==> config.mk <==
export PLATFORM = sky130hd
export DESIGN_NAME = intersection_scheduler
export DESIGN_NICKNAME = d
export VERILOG_FILES = /design/src/rtl/intersection_scheduler.sv
export SDC_FILE = /design/constraint.sdc
export NUM_CORES = 1
export LEC_CHECK = 0
export CAP_MARGIN = 10
export CORE_MARGIN = 4
export CORE_UTILIZATION = 35
export CTS_CLUSTER_SIZE = 30
export DETAILED_ROUTE_END_ITERATION = 8
export PLACE_DENSITY = 0.53
export SETUP_SLACK_MARGIN = 0.02
export SLEW_MARGIN = 20
export SYNTH_ARGS = -nofsm -noshare
export SYNTH_HDL_FRONTEND = slang
export SYNTH_SLANG_ARGS = --single-unit
==> constraint.sdc <==
create_clock -name clk -period 3.85 [get_ports clk]
set_clock_uncertainty 0.15 [all_clocks]
set_input_delay 0.385 -clock clk [delete_from_list [all_inputs] [get_ports clk]]
set_output_delay 0.385 -clock clk [all_outputs]
set_load 0.01 [all_outputs]
==> src/rtl/intersection_scheduler.sv <==
// Two-road intersection phase sequencer, all timing counted in tick strobes.
// Optional pedestrian walk phase is compiled in with `define PED_WALK_EN.
module intersection_scheduler #(
  parameter int T_GREEN_MIN = 4,
  parameter int T_GREEN_MAX = 10,
  parameter int T_YELLOW    = 2,
  parameter int T_ALLRED    = 1,
  parameter int T_WALK      = 3,
  parameter int CW          = 4
) (
  input  logic       clk,
  input  logic       rst_n,
  input  logic       tick,
  input  logic       req_b,
  input  logic       bt,
  output logic [2:0] A,
  output logic [2:0] B,
  output logic       walk,
  output logic [2:0] phase,
  output logic       bt_pending
);
  localparam int TMAX = (1 << CW) - 1;

  if (T_GREEN_MIN < 1 || T_GREEN_MIN > TMAX || T_GREEN_MAX < 1 || T_GREEN_MAX > TMAX ||
      T_YELLOW < 1 || T_YELLOW > TMAX || T_ALLRED < 1 || T_ALLRED > TMAX ||
      T_WALK < 1 || T_WALK > TMAX) begin : g_bad_timing
    $error("intersection_scheduler: timing parameter out of range for CW");
  end

  localparam logic [2:0] S_A_GRN  = 3'd0;
  localparam logic [2:0] S_A_YEL  = 3'd1;
  localparam logic [2:0] S_RED_AB = 3'd2;
  localparam logic [2:0] S_B_GRN  = 3'd3;
  localparam logic [2:0] S_B_YEL  = 3'd4;
  localparam logic [2:0] S_RED_BA = 3'd5;
`ifdef PED_WALK_EN
  localparam logic [2:0] S_WALK   = 3'd6;
  localparam logic [CW:0] E_WALK  = (CW+1)'(T_WALK);
`endif

  localparam logic [CW:0] E_GMIN = (CW+1)'(T_GREEN_MIN);
  localparam logic [CW:0] E_GMAX = (CW+1)'(T_GREEN_MAX);
  localparam logic [CW:0] E_YEL  = (CW+1)'(T_YELLOW);
  localparam logic [CW:0] E_AR   = (CW+1)'(T_ALLRED);

  logic [2:0]    state_q, state_d;
  logic [CW-1:0] cnt_q, cnt_d;
  logic          bt_pending_q, bt_pending_d;
  logic [2:0]    a_q, a_d, b_q, b_d;
  logic          walk_q, walk_d;
  logic [CW:0]   e;
  logic          req_eff, ped_go, enter;

  always_comb begin
    e = {1'b0, cnt_q} + (CW+1)'(1);
`ifdef PED_WALK_EN
    req_eff = req_b;
    ped_go  = bt_pending_q;
`else
    // a latched button press keeps road B green like a parked vehicle would
    req_eff = req_b | bt_pending_q;
    ped_go  = 1'b0;
`endif
    state_d = state_q;
    case (state_q)
      S_A_GRN:  if (tick && e >= E_GMIN && (req_b || bt_pending_q)) state_d = S_A_YEL;
      S_A_YEL:  if (tick && e == E_YEL) state_d = S_RED_AB;
`ifdef PED_WALK_EN
      S_RED_AB: if (tick && e == E_AR) state_d = ped_go ? S_WALK : S_B_GRN;
      S_RED_BA: if (tick && e == E_AR) state_d = ped_go ? S_WALK : S_A_GRN;
      S_WALK:   if (tick && e == E_WALK) state_d = req_b ? S_B_GRN : S_A_GRN;
`else
      S_RED_AB: if (tick && e == E_AR) state_d = S_B_GRN;
      S_RED_BA: if (tick && e == E_AR) state_d = S_A_GRN;
`endif
      S_B_GRN:  if (tick && e >= E_GMIN && (!req_eff || e >= E_GMAX)) state_d = S_B_YEL;
      S_B_YEL:  if (tick && e == E_YEL) state_d = S_RED_BA;
      default:  state_d = S_A_GRN;  // illegal code recovers without waiting for tick
    endcase

    enter = (state_d != state_q);
    if (enter)                         cnt_d = '0;
    else if (tick && cnt_q != CW'(TMAX)) cnt_d = cnt_q + CW'(1);
    else                               cnt_d = cnt_q;

    bt_pending_d = bt_pending_q | bt;
`ifdef PED_WALK_EN
    if (enter && state_d == S_WALK) bt_pending_d = 1'b0;
`else
    if (enter && state_d == S_B_GRN) bt_pending_d = 1'b0;
`endif

    // lights decode the next state so outputs move on the transition edge
    a_d    = 3'b100;
    b_d    = 3'b100;
    walk_d = 1'b0;
    case (state_d)
      S_A_GRN: a_d = 3'b001;
      S_A_YEL: a_d = 3'b010;
      S_B_GRN: b_d = 3'b001;
      S_B_YEL: b_d = 3'b010;
`ifdef PED_WALK_EN
      S_WALK:  walk_d = 1'b1;
`endif
      default: ;
    endcase
  end

  always_ff @(posedge clk or negedge rst_n) begin
    if (!rst_n) begin
      state_q      <= S_A_GRN;
      cnt_q        <= '0;
      bt_pending_q <= 1'b0;
      a_q          <= 3'b001;
      b_q          <= 3'b100;
      walk_q       <= 1'b0;
    end else begin
      state_q      <= state_d;
      cnt_q        <= cnt_d;
      bt_pending_q <= bt_pending_d;
      a_q          <= a_d;
      b_q          <= b_d;
      walk_q       <= walk_d;
    end
  end

  assign A          = a_q;
  assign B          = b_q;
  assign walk       = walk_q;
  assign phase      = state_q;
  assign bt_pending = bt_pending_q;
endmodule

==> flow_metrics.py <==
metrics = {
    "setup_path": {
        "worst_setup_path_start_kind": "flop",
        "crit_arrival_ns": 2.20,
        "critical_path_class": "flop to flop",
        "ff2ff_path_depth": 6,
        "reg2reg_to": "B[1]$_DFF_PN0_",
        "path_max_fanout": 8,
        "cp.required_ns": 3.88,
        "crit_path_end_kind": "flop",
        "r2r_start": "cnt_q[0]$_DFFE_PN0P_",
        "r2r_setup_slack_ns": 1.68,
    },
    "drt": {
        "vias_per_cell": 5.57,
        "routed_wirelength_um": 2000,
        "routedWlPerCell_um": 14.1,
        "vias": 791,
        "first_pass_iters": 5,
        "drtIter0Drc": 34,
        "drc": 0,
        "ant_nets": 0,
    },
    "synth": {
        "ys_ff_latch": 14,
        "yosysTopAreaCell": "dfrtp_1",
        "synthCells": 100,
        "synthArstFlopShare_pct": 100,
        "ys_seq_area_share_pct": 38.2,
        "synth_top_area_share_pct": 32.5,
        "syn_avg_cell_area_um2": 9.23,
        "synth_nets": 109,
        "synthesis.area_um2": 923,
        "synth_edf_count": 0,
        "yosysUniqueCellTypes": 48,
        "synth.most_common_cell": "dfrtp_1",
        "ys.flop_type": "dfrtp_1",
        "netlist_top_cells_area": "dfrtp_1 33%, dfstp_2 5.7%, ha_1 5.4%",
        "ys_warn_count": 0,
        "synthTopCellsByCount": "12 x dfrtp_1, 9 x nand2_1, 7 x nor3_1, 5 x inv_1, 5 x nor2_1",
    },
    "grt": {
        "grt_max_degree": 15,
        "grt_pass1_wl_um": 3350,
        "top_usage_layer": "met1",
        "antenna_found_initial": 0,
        "grt_pass1_vias": 685,
        "gr-usage-met2_pct": 17.3,
        "globalRouteOverflowTotal": 0,
        "grt_use_total_pct": 13.0,
        "use_met1_pct": 19.2,
        "grtUsageMet3_pct": 3.92,
    },
    "floorplanning": {
        "ios": 16,
        "die_h_um": 59.4,
        "initial_core_util_pct": 36.9,
        "rows": 18,
        "coreArea_um2": 2500,
        "fp.dieArea_um2": 3520,
        "fp.dieW_um": 59.4,
    },
    "finish": {
        "fin_cells": 142,
        "n_antenna_cell": 0,
        "final_nets": 122,
        "areaGrowthSynthToFinish_pct": 19.2,
        "drive_above_1_share_pct": 11.6,
    },
    "cts": {
        "clkTransAtPathRegs_ns": 0.09,
        "htree_levels": 1,
        "worst_skew_pair.late_latency_ns": 0.28,
        "cts_resized": 0,
        "postCtsHoldBufs": 0,
        "post_cts_buffers": 0,
        "root_buffer": "clkbuf_4",
        "clock_sinks": 14,
        "clockBufferDepth": 2,
        "cts_buffers": 3,
        "cts_tree": "yes",
    },
    "sta": {
        "clock.fmax_mhz": 461,
        "rsz0062_at_grt": "no",
        "finalCritPeriodShare_pct": 56.3,
        "relSlewSlack_pct": 56.4,
        "maxSlewViolCount": 0,
        "fin_tns_setup_ns": 0,
        "finalSetupViolCount": 0,
        "min_period_ns": 2.17,
        "hold_viol_final": 0,
        "tightestPinTransition_ns": 0.652,
    },
    "placed_design": {
        "dp.cells": 138,
        "hpwl_um": 1530,
        "numPortBuffers": 14,
        "routabilityCongestion": 0.786,
    },
    "power": {
        "power.density_nw_per_um2": 826,
        "leakage_uw": 0.000450,
        "peakVddDrop_uv": 408,
    },
    "run": {
        "maxCapViolCount": 0,
    },
    "status": {
        "status": "finished clean",
    },
    "worst_hold_path": {
        "hp-class": "primary input to async pin",
    },
}
## power by group
part           switching [uW]  internal, uW
Clock                    48.5          57.6
Combinational             254           241
Sequential               93.8           214
## per-layer routing
layer	part of all wire, %	vias up	wire, um
met2	41	25	823
li1	-	395	-
met4	2.1	0	43
met5	0	-	0
met1	51	362	1020
met3	5.9	9	118
## logic make-up after synthesis
family,Yosys count,share of synthesized area [%]
adder cells (fa/ha/maj),4,5.42
AO/OA/AOI/OAI,25,22.6
buffers and inverters,11,5.96
other,1,0.406
AND/OR/NAND/NOR,41,23.2
XOR/XNOR,2,1.90
flip-flops,14,38.2
multiplexers,2,2.30
## worst max path at each step
stage          cells past startpoint                  from        endpoint
3_3_place_gp                       5                  tick  B[1]$_DFF_PN0_
2_1_floorplan                      7  cnt_q[0]$_DFFE_PN0P_  B[1]$_DFF_PN0_
5_1_grt                            6  cnt_q[0]$_DFFE_PN0P_  B[1]$_DFF_PN0_
6_report                           6  cnt_q[0]$_DFFE_PN0P_  B[1]$_DFF_PN0_
4_1_cts                            6  cnt_q[0]$_DFFE_PN0P_  B[1]$_DFF_PN0_
3_5_place_dp                       5                  tick  B[1]$_DFF_PN0_
## per-stage QoR
step                hold slack (ns)  setup WS [ns]  area [um2]  utilization [%]  total power [uW]
finish                        0.348           1.68        1100             44.0               909
global route                  0.372           1.52        1100             44.0               988
CTS                           0.359           1.69        1100             44.0               915
detailed placement            0.414           1.48        1060             42.6               802
global placement              0.437           1.54        1060             42.6               806
floorplan                   -0.0606           1.86         923                -               657
## layout make-up
cell class	instances	area [um2]
fillers	224	1400
multi-input cells	75	515
flip-flops and latches	14	353
repair buffers	14	140
well taps	30	37.5
clock buffers	4	36.3
inverters	5	18.8
## cells in the final DEF, fill, tap and decap left out, types with 3 or more instances in the layout
| cell | count |
|---|---|
| clkdlybuf4s50_1 | 14 |
| dfrtp_1 | 12 |
| nand2_1 | 9 |
| nor3_1 | 7 |
| inv_1 | 5 |
| nor2_1 | 5 |
| nand3_1 | 4 |
| nor2b_1 | 4 |
| ha_1 | 4 |
| clkbuf_4 | 3 |
## critical path: stages (launching register included)
cell	delay, ns
dfrtp_1	0.47
ha_1	0.35
nand2_1	0.13
o21ai_2	0.27
nand2_1	0.14
o311a_1	0.39
and3_1	0.17
## flip-flops by register name (all words and copies together) (netlist names)
signal      flops
A               3
bt_pending      1
cnt_q           4
B               3
phase           3
(Power assumes the default switching activity.)
